$ cat src/rtl/multitone_tester_pkg.sv
// Shared definitions for the multitone tester: FSM encoding, width helper and
// saturating arithmetic used by the counter bank and the score scan.
package multitone_tester_pkg;

  localparam logic [1:0] ST_IDLE  = 2'd0;
  localparam logic [1:0] ST_RUN   = 2'd1;
  localparam logic [1:0] ST_SCORE = 2'd2;
  localparam logic [1:0] ST_DONE  = 2'd3;

  // Smallest r with 2**r >= value; bounded loop so it stays elaboration-friendly.
  function automatic int clog2(input int unsigned value);
    int r;
    r = 0;
    for (int i = 0; i < 32; i++) begin
      r = ((64'd1 << i) < 64'(value)) ? (i + 1) : r;
    end
    return r;
  endfunction

  function automatic logic [63:0] sat_add(input logic [63:0] a, input logic [63:0] b,
                                          input int unsigned width);
    logic [64:0] sum;
    logic [64:0] lim;
    sum = {1'b0, a} + {1'b0, b};
    lim = (65'd1 << width) - 65'd1;
    if (sum > lim) begin
      return lim[63:0];
    end else begin
      return sum[63:0];
    end
  endfunction

endpackage

$ cat src/rtl/multitone_tester_if.sv
// Host-side bus of the multitone tester: control, DUT stimulus/response and readback.
interface multitone_tester_if #(
  parameter int NUM_TONES = 4,
  parameter int CNT_WIDTH = 32
);
  import multitone_tester_pkg::*;

  localparam int SEL_W = clog2(NUM_TONES);

  logic                 start;
  logic                 abort;
  logic                 mode;
  logic                 test_out;
  logic                 test_in;
  logic [SEL_W-1:0]     select;
  logic                 busy;
  logic                 done;
  logic [CNT_WIDTH-1:0] score;
  logic [SEL_W-1:0]     rd_idx;
  logic [CNT_WIDTH-1:0] rd_count;

  modport slave (
    input  start, abort, mode, test_out, rd_idx,
    output test_in, select, busy, done, score, rd_count
  );

  modport master (
    output start, abort, mode, test_out, rd_idx,
    input  test_in, select, busy, done, score, rd_count
  );

endinterface

$ cat src/rtl/multitone_tester_tone_gen.sv
// Square-wave generator with a loadable half-period; restart forces the wave low
// and rewinds the phase so every window begins with a full low half-cycle.
module multitone_tester_tone_gen #(
  parameter int HP_W = 8
) (
  input  logic            clock_i,
  input  logic            reset_i,
  input  logic            restart_i,
  input  logic [HP_W-1:0] half_period_i,
  output logic            tone_o
);

  logic [HP_W-1:0] phase_q, phase_d;
  logic            tone_q, tone_d;

  // Phase advance and toggle decision
  always_comb begin
    phase_d = phase_q;
    tone_d  = tone_q;
    if (restart_i) begin
      phase_d = {HP_W{1'b0}};
      tone_d  = 1'b0;
    end else if (phase_q >= (half_period_i - HP_W'(1))) begin
      phase_d = {HP_W{1'b0}};
      tone_d  = ~tone_q;
    end else begin
      phase_d = phase_q + HP_W'(1);
      tone_d  = tone_q;
    end
  end

  // Phase/tone state registers
  always_ff @(posedge clock_i) begin
    if (reset_i) begin
      phase_q <= {HP_W{1'b0}};
      tone_q  <= 1'b0;
    end else begin
      phase_q <= phase_d;
      tone_q  <= tone_d;
    end
  end

  assign tone_o = tone_q;

endmodule

$ cat src/rtl/multitone_tester.sv
// Multitone tester: plays one tone per window into the DUT, counts its 1s after
// a settle interval, then scans the per-tone counts into a single score.
module multitone_tester
  import multitone_tester_pkg::*;
#(
  parameter int NUM_TONES = 4,
  parameter int HALF0     = 250,
  parameter int LOG2_STEP = 3,
  parameter int WINDOW    = 1000000,
  parameter int SETTLE    = 1000,
  parameter int CNT_WIDTH = 32
) (
  input logic               clock_i,
  input logic               reset_i,
  multitone_tester_if.slave bus
);

  localparam int SEL_W    = clog2(NUM_TONES);
  localparam int TMR_W    = clog2(WINDOW);
  localparam int HALF_MAX = HALF0 << ((NUM_TONES - 1) * LOG2_STEP);
  localparam int HP_W     = clog2(HALF_MAX + 1);
  localparam logic [SEL_W-1:0] LAST_SEL   = SEL_W'(NUM_TONES - 1);
  localparam logic [TMR_W-1:0] LAST_TMR   = TMR_W'(WINDOW - 1);
  localparam logic [TMR_W-1:0] SETTLE_TMR = TMR_W'(SETTLE);

  logic [1:0]           state_q, state_d;
  logic [SEL_W-1:0]     select_q, select_d;
  logic [SEL_W-1:0]     scan_q, scan_d;
  logic [TMR_W-1:0]     timer_q, timer_d;
  logic [CNT_WIDTH-1:0] cnt_q [NUM_TONES];
  logic [CNT_WIDTH-1:0] cnt_d [NUM_TONES];
  logic [CNT_WIDTH-1:0] max_q, max_d, min_q, min_d, acc_q, acc_d, score_q, score_d;
  logic                 mode_q, mode_d, done_q, done_d, busy_q, busy_d;
  logic                 wrap_s, restart_s, tone_s;
  logic [HP_W-1:0]      half_s;
  logic [CNT_WIDTH-1:0] cur_s, prev_s, diff_s;

  // Half-period of the tone selected for the current window
  always_comb begin
    half_s = HP_W'(HALF0);
    for (int i = 0; i < NUM_TONES; i++) begin
      half_s = (select_q == SEL_W'(i)) ? HP_W'(HALF0 << (i * LOG2_STEP)) : half_s;
    end
  end

  // Operands for the score scan: current count and its predecessor
  always_comb begin
    cur_s  = cnt_q[scan_q];
    prev_s = (scan_q == SEL_W'(0)) ? cur_s : cnt_q[scan_q - SEL_W'(1)];
    diff_s = (cur_s >= prev_s) ? (cur_s - prev_s) : (prev_s - cur_s);
  end

  // Next-state logic: FSM, window timer, counter bank and score scan
  always_comb begin
    state_d  = state_q;
    select_d = select_q;
    scan_d   = scan_q;
    timer_d  = timer_q;
    max_d    = max_q;
    min_d    = min_q;
    acc_d    = acc_q;
    score_d  = score_q;
    mode_d   = mode_q;
    done_d   = done_q;
    wrap_s   = 1'b0;
    for (int i = 0; i < NUM_TONES; i++) begin
      cnt_d[i] = cnt_q[i];
    end

    if (bus.abort) begin
      // Abort wins over everything; counts are deliberately left readable.
      state_d  = ST_IDLE;
      select_d = {SEL_W{1'b0}};
      timer_d  = {TMR_W{1'b0}};
      done_d   = 1'b0;
      score_d  = {CNT_WIDTH{1'b0}};
    end else begin
      case (state_q)
        ST_IDLE, ST_DONE: begin
          if (bus.start) begin
            state_d  = ST_RUN;
            select_d = {SEL_W{1'b0}};
            timer_d  = {TMR_W{1'b0}};
            done_d   = 1'b0;
            score_d  = {CNT_WIDTH{1'b0}};
            for (int i = 0; i < NUM_TONES; i++) begin
              cnt_d[i] = {CNT_WIDTH{1'b0}};
            end
          end else begin
            state_d = state_q;
          end
        end
        ST_RUN: begin
          if (timer_q >= SETTLE_TMR) begin
            cnt_d[select_q] = CNT_WIDTH'(sat_add(64'(cnt_q[select_q]), 64'(bus.test_out),
                                                 CNT_WIDTH));
          end else begin
            cnt_d[select_q] = cnt_q[select_q];
          end
          if (timer_q == LAST_TMR) begin
            wrap_s  = 1'b1;
            timer_d = {TMR_W{1'b0}};
            if (select_q == LAST_SEL) begin
              state_d = ST_SCORE;
              scan_d  = {SEL_W{1'b0}};
              mode_d  = bus.mode;
            end else begin
              select_d = select_q + SEL_W'(1);
            end
          end else begin
            timer_d = timer_q + TMR_W'(1);
          end
        end
        ST_SCORE: begin
          if (scan_q == SEL_W'(0)) begin
            max_d = cur_s;
            min_d = cur_s;
            acc_d = {CNT_WIDTH{1'b0}};
          end else begin
            max_d = (cur_s > max_q) ? cur_s : max_q;
            min_d = (cur_s < min_q) ? cur_s : min_q;
            acc_d = CNT_WIDTH'(sat_add(64'(acc_q), 64'(diff_s), CNT_WIDTH));
          end
          if (scan_q == LAST_SEL) begin
            state_d = ST_DONE;
            done_d  = 1'b1;
            score_d = mode_q ? acc_d : (max_d - min_d);
          end else begin
            scan_d = scan_q + SEL_W'(1);
          end
        end
        default: begin
          state_d = ST_IDLE;
        end
      endcase
    end

    busy_d    = (state_d == ST_RUN) || (state_d == ST_SCORE);
    restart_s = wrap_s || (state_q != ST_RUN) || (state_d != ST_RUN);
  end

  // State registers
  always_ff @(posedge clock_i) begin
    if (reset_i) begin
      state_q  <= ST_IDLE;
      select_q <= {SEL_W{1'b0}};
      scan_q   <= {SEL_W{1'b0}};
      timer_q  <= {TMR_W{1'b0}};
      max_q    <= {CNT_WIDTH{1'b0}};
      min_q    <= {CNT_WIDTH{1'b0}};
      acc_q    <= {CNT_WIDTH{1'b0}};
      score_q  <= {CNT_WIDTH{1'b0}};
      mode_q   <= 1'b0;
      done_q   <= 1'b0;
      busy_q   <= 1'b0;
      for (int i = 0; i < NUM_TONES; i++) begin
        cnt_q[i] <= {CNT_WIDTH{1'b0}};
      end
    end else begin
      state_q  <= state_d;
      select_q <= select_d;
      scan_q   <= scan_d;
      timer_q  <= timer_d;
      max_q    <= max_d;
      min_q    <= min_d;
      acc_q    <= acc_d;
      score_q  <= score_d;
      mode_q   <= mode_d;
      done_q   <= done_d;
      busy_q   <= busy_d;
      for (int i = 0; i < NUM_TONES; i++) begin
        cnt_q[i] <= cnt_d[i];
      end
    end
  end

  multitone_tester_tone_gen #(
    .HP_W(HP_W)
  ) u_tone_gen (
    .clock_i       (clock_i),
    .reset_i       (reset_i),
    .restart_i     (restart_s),
    .half_period_i (half_s),
    .tone_o        (tone_s)
  );

  assign bus.test_in  = tone_s;
  assign bus.select   = select_q;
  assign bus.busy     = busy_q;
  assign bus.done     = done_q;
  assign bus.score    = score_q;
  assign bus.rd_count = (int'(bus.rd_idx) < NUM_TONES) ? cnt_q[bus.rd_idx] : {CNT_WIDTH{1'b0}};

endmodule
$ cat src/flat_wrapper.sv
// flat-port wrapper written by rule: the top's interface ports become plain ports
module multitone_tester_flat import multitone_tester_pkg::*;
#(
  parameter int NUM_TONES = 4,
  parameter int HALF0     = 250,
  parameter int LOG2_STEP = 3,
  parameter int WINDOW    = 1000000,
  parameter int SETTLE    = 1000,
  parameter int CNT_WIDTH = 32
)
  (clock_i, reset_i, bus_start, bus_abort, bus_mode, bus_test_out, bus_rd_idx, bus_test_in, bus_select, bus_busy, bus_done, bus_score, bus_rd_count);
  multitone_tester_if #(.NUM_TONES(NUM_TONES), .CNT_WIDTH(CNT_WIDTH)) bus_i ();
  input logic clock_i;
  input logic reset_i;
  input wire logic [$bits(bus_i.start)-1:0] bus_start;
  input wire logic [$bits(bus_i.abort)-1:0] bus_abort;
  input wire logic [$bits(bus_i.mode)-1:0] bus_mode;
  input wire logic [$bits(bus_i.test_out)-1:0] bus_test_out;
  input wire logic [$bits(bus_i.rd_idx)-1:0] bus_rd_idx;
  output wire logic [$bits(bus_i.test_in)-1:0] bus_test_in;
  output wire logic [$bits(bus_i.select)-1:0] bus_select;
  output wire logic [$bits(bus_i.busy)-1:0] bus_busy;
  output wire logic [$bits(bus_i.done)-1:0] bus_done;
  output wire logic [$bits(bus_i.score)-1:0] bus_score;
  output wire logic [$bits(bus_i.rd_count)-1:0] bus_rd_count;
  assign bus_i.start = bus_start;
  assign bus_i.abort = bus_abort;
  assign bus_i.mode = bus_mode;
  assign bus_i.test_out = bus_test_out;
  assign bus_i.rd_idx = bus_rd_idx;
  assign bus_test_in = bus_i.test_in;
  assign bus_select = bus_i.select;
  assign bus_busy = bus_i.busy;
  assign bus_done = bus_i.done;
  assign bus_score = bus_i.score;
  assign bus_rd_count = bus_i.rd_count;
  multitone_tester #(.NUM_TONES(NUM_TONES), .HALF0(HALF0), .LOG2_STEP(LOG2_STEP), .WINDOW(WINDOW), .SETTLE(SETTLE), .CNT_WIDTH(CNT_WIDTH)) u_core (.clock_i(clock_i), .reset_i(reset_i), .bus(bus_i));
endmodule
$ cat config.mk
export PLATFORM = sky130hd
export DESIGN_NAME = multitone_tester_flat
export DESIGN_NICKNAME = d
export VERILOG_FILES = /design/src/rtl/multitone_tester_pkg.sv /design/src/rtl/multitone_tester_if.sv /design/src/rtl/multitone_tester_tone_gen.sv /design/src/rtl/multitone_tester.sv /design/src/flat_wrapper.sv
export SDC_FILE = /design/constraint.sdc
export NUM_CORES = 1
export LEC_CHECK = 0
export ABC_CLOCK_PERIOD_IN_PS = 9310
export BUFFER_PORTS_ARGS = -buffer_cell sky130_fd_sc_hd__buf_2
export CORE_UTILIZATION = 60
export DETAILED_ROUTE_END_ITERATION = 8
export GPL_TIMING_DRIVEN = 0
export HOLD_SLACK_MARGIN = 0.06
export PLACE_DENSITY = 0.77
export SYNTH_ARGS = -nofsm -noshare
export SYNTH_HDL_FRONTEND = slang
export SYNTH_HIERARCHICAL = 1
export SYNTH_SLANG_ARGS = --single-unit
$ cat constraint.sdc
create_clock -name clock_i -period 9.31 [get_ports clock_i]
set_input_delay 1.862 -clock clock_i [delete_from_list [all_inputs] [get_ports clock_i]]
set_output_delay 1.862 -clock clock_i [all_outputs]
set_load 0.01 [all_outputs]
==> metrics.yaml, run 1 <==
status:
  outcome: "finished with violations"
  violations: "DRC"
pwr:
  powerDensity_nw_per_um2: 106
  vdd_drop_max_mv: 0.151
  p_leak_nw: 11.8
  finalPower_mw: 2.90
placement:
  dp_hpwl_mm: 71.0
  routabilityCongestion: 1.07
  portBuffers: 75
  place_ws_ns: -0.919
flow_run:
  cap_violations: 0
floorplan:
  die-area_um2: 42700
  io_pins: 77
  die_x_um: 207
  coreArea_um2: 41000
  die_h_um: 207
  initial_utilization: 0.612
  placementRows: 74
route:
  via_count: 24910
  wl_mm: 91.7
  ant_nets: 0
  post_drt_wl_per_cell_um: 25.5
  viasPerCell: 6.94
  dr.pass1.iters: 9
  drt_iter0_markers: 3016
  post-route-drc-count: 2
sta:
  finalHoldViolCount: 0
  tns_ns: 0
  fmax_mhz: 111
  fin_crit_sh: 0.970
  slew_viol_final: 0
  fin_ws_ns: 0.283
  setup_viol: 0
  maxSlewHeadroom: 0.0432
  fin_skew_ns: 0.0305
  tightest_slew_ns: 1.42
  fin_crit_ns: 9.03
synthesis:
  synth_cell_types: 97
  synth_async_sr_flop_share: 0
  synth_warnings: 6
  ys_seq_area_frac: 0.245
  synth_edf_count: 0
  synthFlopType: "dfxtp_1"
  ys_ff_latch: 307
  avgSynthCellArea_um2: 8.61
  synthesis.instances: 2916
  syn_area_um2: 25100
cells_and_area:
  nets: 3275
  final_common_cell: "dfxtp_1"
  syn2layout_area_growth_pct: 9.35
  antennaDiodeCount: 0
  final_cell_mix: "dfxtp_1 (307), nor2_1 (288), ha_1 (229)"
  drive_gt1_frac: 0.114
  final_core_util: 0.670
clock_tree:
  post-cts-setup-buffers: 0
  cts_buffers: 36
  clk_path_buf_depth: 3
  cts-htree-levels: 2
  clk_pin_slew_worst_paths_ns: 0.07
  insertion_delay_ns: 0.55
  cts.sinks: 307
  cts_tree: "done"
  root_buffer: "clkbuf_16"
global_routing:
  grt_overflow: 0
  antenna_found_initial: 2
  grtUsageTotal: 0.427
  grt_pass1_vias: 23620
  grt_pass1_wl_mm: 138
  grt_max_degree: 15
worst_setup_path:
  path_class: "flop to flop"
  crit_fanout: 10
  cp-start-kind: "flop"
  max_stage_delay_ns: 0.62
  crit_arrival_ns: 9.45
  r2r_slack_ns: 0.28
  cp-end-kind: "flop"
  slowest_stage: "xnor2_1"
  worstPathRequired_ns: 9.74
worst_hold_path:
  hold_class: "flop to flop"
## cell type report
cell class | instances | area, um2
multi-input cells | 2266 | 17600
fillers | 3391 | 13500
flip-flops and latches | 307 | 6150
clock buffers | 51 | 1070
plain buffers | 164 | 753
inverters | 184 | 691
well taps | 532 | 666
repair buffers | 75 | 375
clock inverters | 12 | 176
## sequential cells by signal, indices dropped and copies added (netlist names), named ones only
register / flops
u_core/mode_q: 1
u_core/timer_q: 20
u_core/u_tone_gen/phase_q: 17
u_core/state_q: 2
u_core/cnt_q: 128
u_core/min_q: 32
u_core/max_q: 32
u_core/u_tone_gen/tone_o: 1
u_core/bus.select: 2
u_core/bus.done: 1
u_core/bus.busy: 1
u_core/scan_q: 2
u_core/acc_q: 32
u_core/bus.score: 32
## layer usage
layer,GRT usage,vias to the layer above,wire length (um)
met1,0.539,11897,34400
li1,-,11044,-
met4,0.268,4,6120
met5,0,-,20
met3,0.0840,314,9970
met2,0.672,1651,41200
## Yosys cell counts (59+ instances only)
master    instances  share of area
a21oi_1         224          0.045
a21o_1           74          0.022
xnor2_1          69          0.024
xor2_1           59          0.021
dfxtp_1         307           0.24
a22o_1          116          0.040
ha_1            229           0.11
clkbuf_1        116          0.017
o21ai_0         182          0.036
mux4_2          128           0.11
nor2_1          288          0.043
nand2_1         207          0.031
inv_1           183          0.027
mux2i_1          81          0.032
a211oi_1         78          0.023
## per-stage QoR
| step | hold slack, ns | cells | instance area [um2] |
|---|---|---|---|
| floorplan | 0.430 | 2921 | 25100 |
| global placement | 0.443 | 3528 | 26200 |
| detailed placement | 0.449 | 3528 | 26200 |
| CTS | 0.462 | 3591 | 27400 |
| global route | 0.477 | 3591 | 27500 |
| finish | 0.459 | 3591 | 27500 |
## power breakdown
group	switching, mW	total [mW]	leakage [nW]	internal (mW)
clock network	0.593	1.50	0.609	0.912
registers	0.000753	1.32	2.47	1.31
logic	0.0634	0.0797	8.72	0.0163
total	0.657	2.90	11.8	2.24
## kinds of logic (layout without fill, tap and decap cells)
| logic type | after synthesis | count (layout) | synth area share |
|---|---|---|---|
| buffers and inverters | 348 | 486 | 0.0565 |
| other | 1 | 6 | 0.000149 |
| AND/OR/NAND/NOR | 778 | 778 | 0.147 |
| multiplexers | 216 | 216 | 0.150 |
| adder cells (fa/ha/maj) | 233 | 233 | 0.117 |
| AO/OA/AOI/OAI | 905 | 905 | 0.240 |
| XOR/XNOR | 128 | 128 | 0.0446 |
| flip-flops | 307 | 307 | 0.245 |
## worst max-delay path: cells and delay by family, from the launching register on
family	cells	cell delay [ns]
flops	1	0.32
simple gates	1	0.16
fa+ha+maj	4	1.31
mux	2	0.26
xor+xnor	1	0.62
buf+inv	11	2.64
compound gates	15	3.57
## repair_timing
item                       4_1_cts  5_1_grt
hold buffers                     0        0
setup endpoints to repair       62       50
resized for setup               12       13
## worst paths after layout
kind	from	endpoint	cells after the start
max	u_core/scan_q[0]$_SDFFE_PP0P_	u_core/bus.score[30]$_SDFFE_PP0P_	34
min	u_core/u_tone_gen/phase_q[0]$_SDFF_PP0_	u_core/u_tone_gen/phase_q[0]$_SDFF_PP0_	1
max reg2reg	u_core/scan_q[0]$_SDFFE_PP0P_	u_core/bus.score[30]$_SDFFE_PP0P_	34
min reg2reg	u_core/u_tone_gen/phase_q[0]$_SDFF_PP0_	u_core/u_tone_gen/phase_q[0]$_SDFF_PP0_	1
Note: power is estimated with default switching activity, not from simulation.
==> inputs of run 2 (changes only) <==
--- a/config.mk
+++ b/config.mk
@@ -5,13 +5,14 @@
 export SDC_FILE = /design/constraint.sdc
 export NUM_CORES = 1
 export LEC_CHECK = 0
-export ABC_CLOCK_PERIOD_IN_PS = 9310
+export ABC_CLOCK_PERIOD_IN_PS = 11450
 export BUFFER_PORTS_ARGS = -buffer_cell sky130_fd_sc_hd__buf_2
 export CORE_UTILIZATION = 60
 export DETAILED_ROUTE_END_ITERATION = 8
 export GPL_TIMING_DRIVEN = 0
 export HOLD_SLACK_MARGIN = 0.06
 export PLACE_DENSITY = 0.77
+export SLEW_MARGIN = 30
 export SYNTH_ARGS = -nofsm -noshare
 export SYNTH_HDL_FRONTEND = slang
 export SYNTH_HIERARCHICAL = 1
==> constraint.sdc (replaced) <==
create_clock -name clock_i -period 11.45 [get_ports clock_i]
set_input_delay 2.29 -clock clock_i [delete_from_list [all_inputs] [get_ports clock_i]]
set_output_delay 2.29 -clock clock_i [all_outputs]
set_load 0.01 [all_outputs]
==> run 2 against run 1 <==
The run still ends with DRC left. Design area is 0.14% lower. Wire length is 0.41% lower. Worst hold slack worse by 0.0011 ns. Via count is 0.52% lower. Combinational power is 18% lower. Power is 19% lower. Sequential share of layout area hardly changed. Register-to-register slack better by 0.94 ns.
==> metrics.yaml, run 2 (synthesis results as in run 1) <==
sta:
  fin_ws_ns: 1.22  # +0.937 ns
  fin_crit_ns: 10.23  # +1.20 ns
  fin_crit_sh: 0.894  # -0.0761
  setup_viol: 0  # unchanged
  slew_viol_final: 0  # unchanged
  finalHoldViolCount: 0  # unchanged
  rsz0062_at_grt: "no"
  fin_hold_ws_ns: 0.458  # -0.00115 ns
  tightest_slew_ns: 1.05  # -0.378 ns
  tns_ns: 0  # unchanged
  fmax_mhz: 97.7  # -12%
  fin_skew_ns: 0.0296  # -0.000914 ns
  maxSlewHeadroom: 0.294  # +0.251
cells_and_area:
  antennaDiodeCount: 0  # unchanged
  top_register: "u_core/cnt_q"
  final_area_um2: 27400  # -0.14%
  stdcell_count: 3591  # unchanged
  syn2layout_area_growth_pct: 9.20
  final_common_cell: "dfxtp_1"
  drive_gt1_frac: 0.114  # -0.000327
  final_core_util: 0.669  # -0.000915
  final_cell_mix: "dfxtp_1 (307), nor2_1 (288), ha_1 (229)"
  nets: 3276  # +0.031%
  largest_reg_flops: 128  # unchanged
floorplan:
  die_h_um: 207  # unchanged
  initial_utilization: 0.612  # unchanged
  placementRows: 74  # unchanged
  die_x_um: 207  # unchanged
  die-area_um2: 42700  # unchanged
  coreArea_um2: 41000  # unchanged
  io_pins: 77  # unchanged
worst_hold_path:
  hold_depth: 1  # unchanged
  min_to: "u_core/u_tone_gen/phase_q[0]$_SDFF_PP0_"
  hold_class: "flop to flop"
  hold_start: "u_core/u_tone_gen/phase_q[0]$_SDFF_PP0_"
pwr:
  p_leak_nw: 11.8  # -0.16%
  finalPower_mw: 2.34  # -19%
  vdd_drop_max_mv: 0.119  # -22%
  powerDensity_nw_per_um2: 85.5  # -19%
route:
  ant_nets: 0  # unchanged
  drt_iter0_markers: 3149  # +4.4%
  viasPerCell: 6.90  # -0.52%
  post-route-drc-count: 2  # unchanged
  via_count: 24781  # -0.52%
  post_drt_wl_per_cell_um: 25.4  # -0.41%
  dr.pass1.iters: 8  # -1
  wl_mm: 91.3  # -0.41%
global_routing:
  grtUsageMet2: 0.670  # -0.00263
  antenna_found_initial: 2  # unchanged
  use_met1: 0.532  # -0.00683
  grtUsageTotal: 0.423  # -0.00396
  top_usage_layer: "met2"
  use_met3: 0.0818  # -0.00220
  grt_overflow: 0  # unchanged
  grt_pass1_wl_mm: 137  # -0.95%
  grt_max_degree: 15  # unchanged
  grt_pass1_vias: 23461  # -0.67%
placement:
  routabilityCongestion: 1.07  # unchanged
  portBuffers: 75  # unchanged
  place_ws_ns: 1.28  # +2.20 ns
  dp_hpwl_mm: 71.1  # +0.10%
  dpl.cell_count: 3528  # unchanged
  dpl_cell_area_um2: 26200  # about the same
clock_tree:
  postCtsHoldBufs: 0  # unchanged
  clk_pin_slew_worst_paths_ns: 0.06  # about the same
  cts.sinks: 307  # unchanged
  post_cts_resized: 0  # -12
  post-cts-setup-buffers: 0  # unchanged
  root_buffer: "clkbuf_16"
  clk_path_buf_depth: 3  # unchanged
  cts_buffers: 36  # unchanged
  cts_tree: "done"
  cts-htree-levels: 2  # unchanged
  insertion_delay_ns: 0.55  # about the same
worst_setup_path:
  worstPathRequired_ns: 11.87  # +2.13 ns
  regToRegStartpoint: "u_core/scan_q[0]$_SDFFE_PP0P_"
  slowest_stage: "buf_1"
  cp-end-kind: "flop"
  r2r_cells: 34  # unchanged
  r2r_end: "u_core/bus.score[30]$_SDFFE_PP0P_"
  path_class: "flop to flop"
  crit_arrival_ns: 10.65  # +1.20 ns
  cp-start-kind: "flop"
  r2r_slack_ns: 1.22  # +0.94 ns
  max_stage_delay_ns: 0.67  # +0.05 ns
  crit_fanout: 10  # unchanged
status:
  outcome: "finished with violations"
  violations: "DRC"
flow_run:
  cap_violations: 0  # unchanged
==> run 2: routing by layer <==
| metal | wire, um | vias to the layer above | part of all wire |
|---|---|---|---|
| li1 | - | 11028 | - |
| met1 | 34500 | 11794 | 0.38 |
| met2 | 40800 | 1627 | 0.45 |
| met3 | 9680 | 328 | 0.11 |
| met4 | 6290 | 4 | 0.069 |
| met5 | 19 | - | 0.00021 |
==> run 2: worst max path at each step <==
stage,from,slack (ns),endpoint,cells past startpoint
2_1_floorplan,u_core/scan_q[0]$_SDFFE_PP0P_,3.75,u_core/bus.score[30]$_SDFFE_PP0P_,33
3_3_place_gp,u_core/scan_q[0]$_SDFFE_PP0P_,1.37,u_core/bus.score[30]$_SDFFE_PP0P_,33
3_5_place_dp,u_core/scan_q[0]$_SDFFE_PP0P_,1.28,u_core/bus.score[30]$_SDFFE_PP0P_,33
4_1_cts,u_core/scan_q[0]$_SDFFE_PP0P_,1.30,u_core/bus.score[30]$_SDFFE_PP0P_,33
5_1_grt,u_core/scan_q[0]$_SDFFE_PP0P_,0.87,u_core/bus.score[30]$_SDFFE_PP0P_,33
6_report,u_core/scan_q[0]$_SDFFE_PP0P_,1.22,u_core/bus.score[30]$_SDFFE_PP0P_,34
==> run 2: worst max-delay path: cells and delay by family (launching register included) <==
family          cells  cell delay (ns)
mux                 2             0.34
compound gates     15             3.70
buf+inv            11             3.71
simple gates        1             0.16
fa+ha+maj           4             1.33
flops               1             0.31
xor+xnor            1             0.55
==> run 2: final cells by class <==
| type | instances | area (um2) |
|---|---|---|
| fillers | 3431 | 13600 |
| multi-input cells | 2266 | 17600 |
| clock buffers | 47 | 1030 |
| well taps | 532 | 666 |
| inverters | 184 | 691 |
| plain buffers | 164 | 736 |
| repair buffers | 76 | 383 |
| clock inverters | 15 | 193 |
| flip-flops and latches | 307 | 6150 |
==> run 2: power breakdown <==
group | leakage (nW) | switching (mW) | total [mW] | internal [mW]
sequential | 2.47 | 0.000639 | 1.07 | 1.07
clock | 0.596 | 0.484 | 1.21 | 0.727
combinational | 8.71 | 0.0513 | 0.0650 | 0.0137
total | 11.8 | 0.536 | 2.34 | 1.81
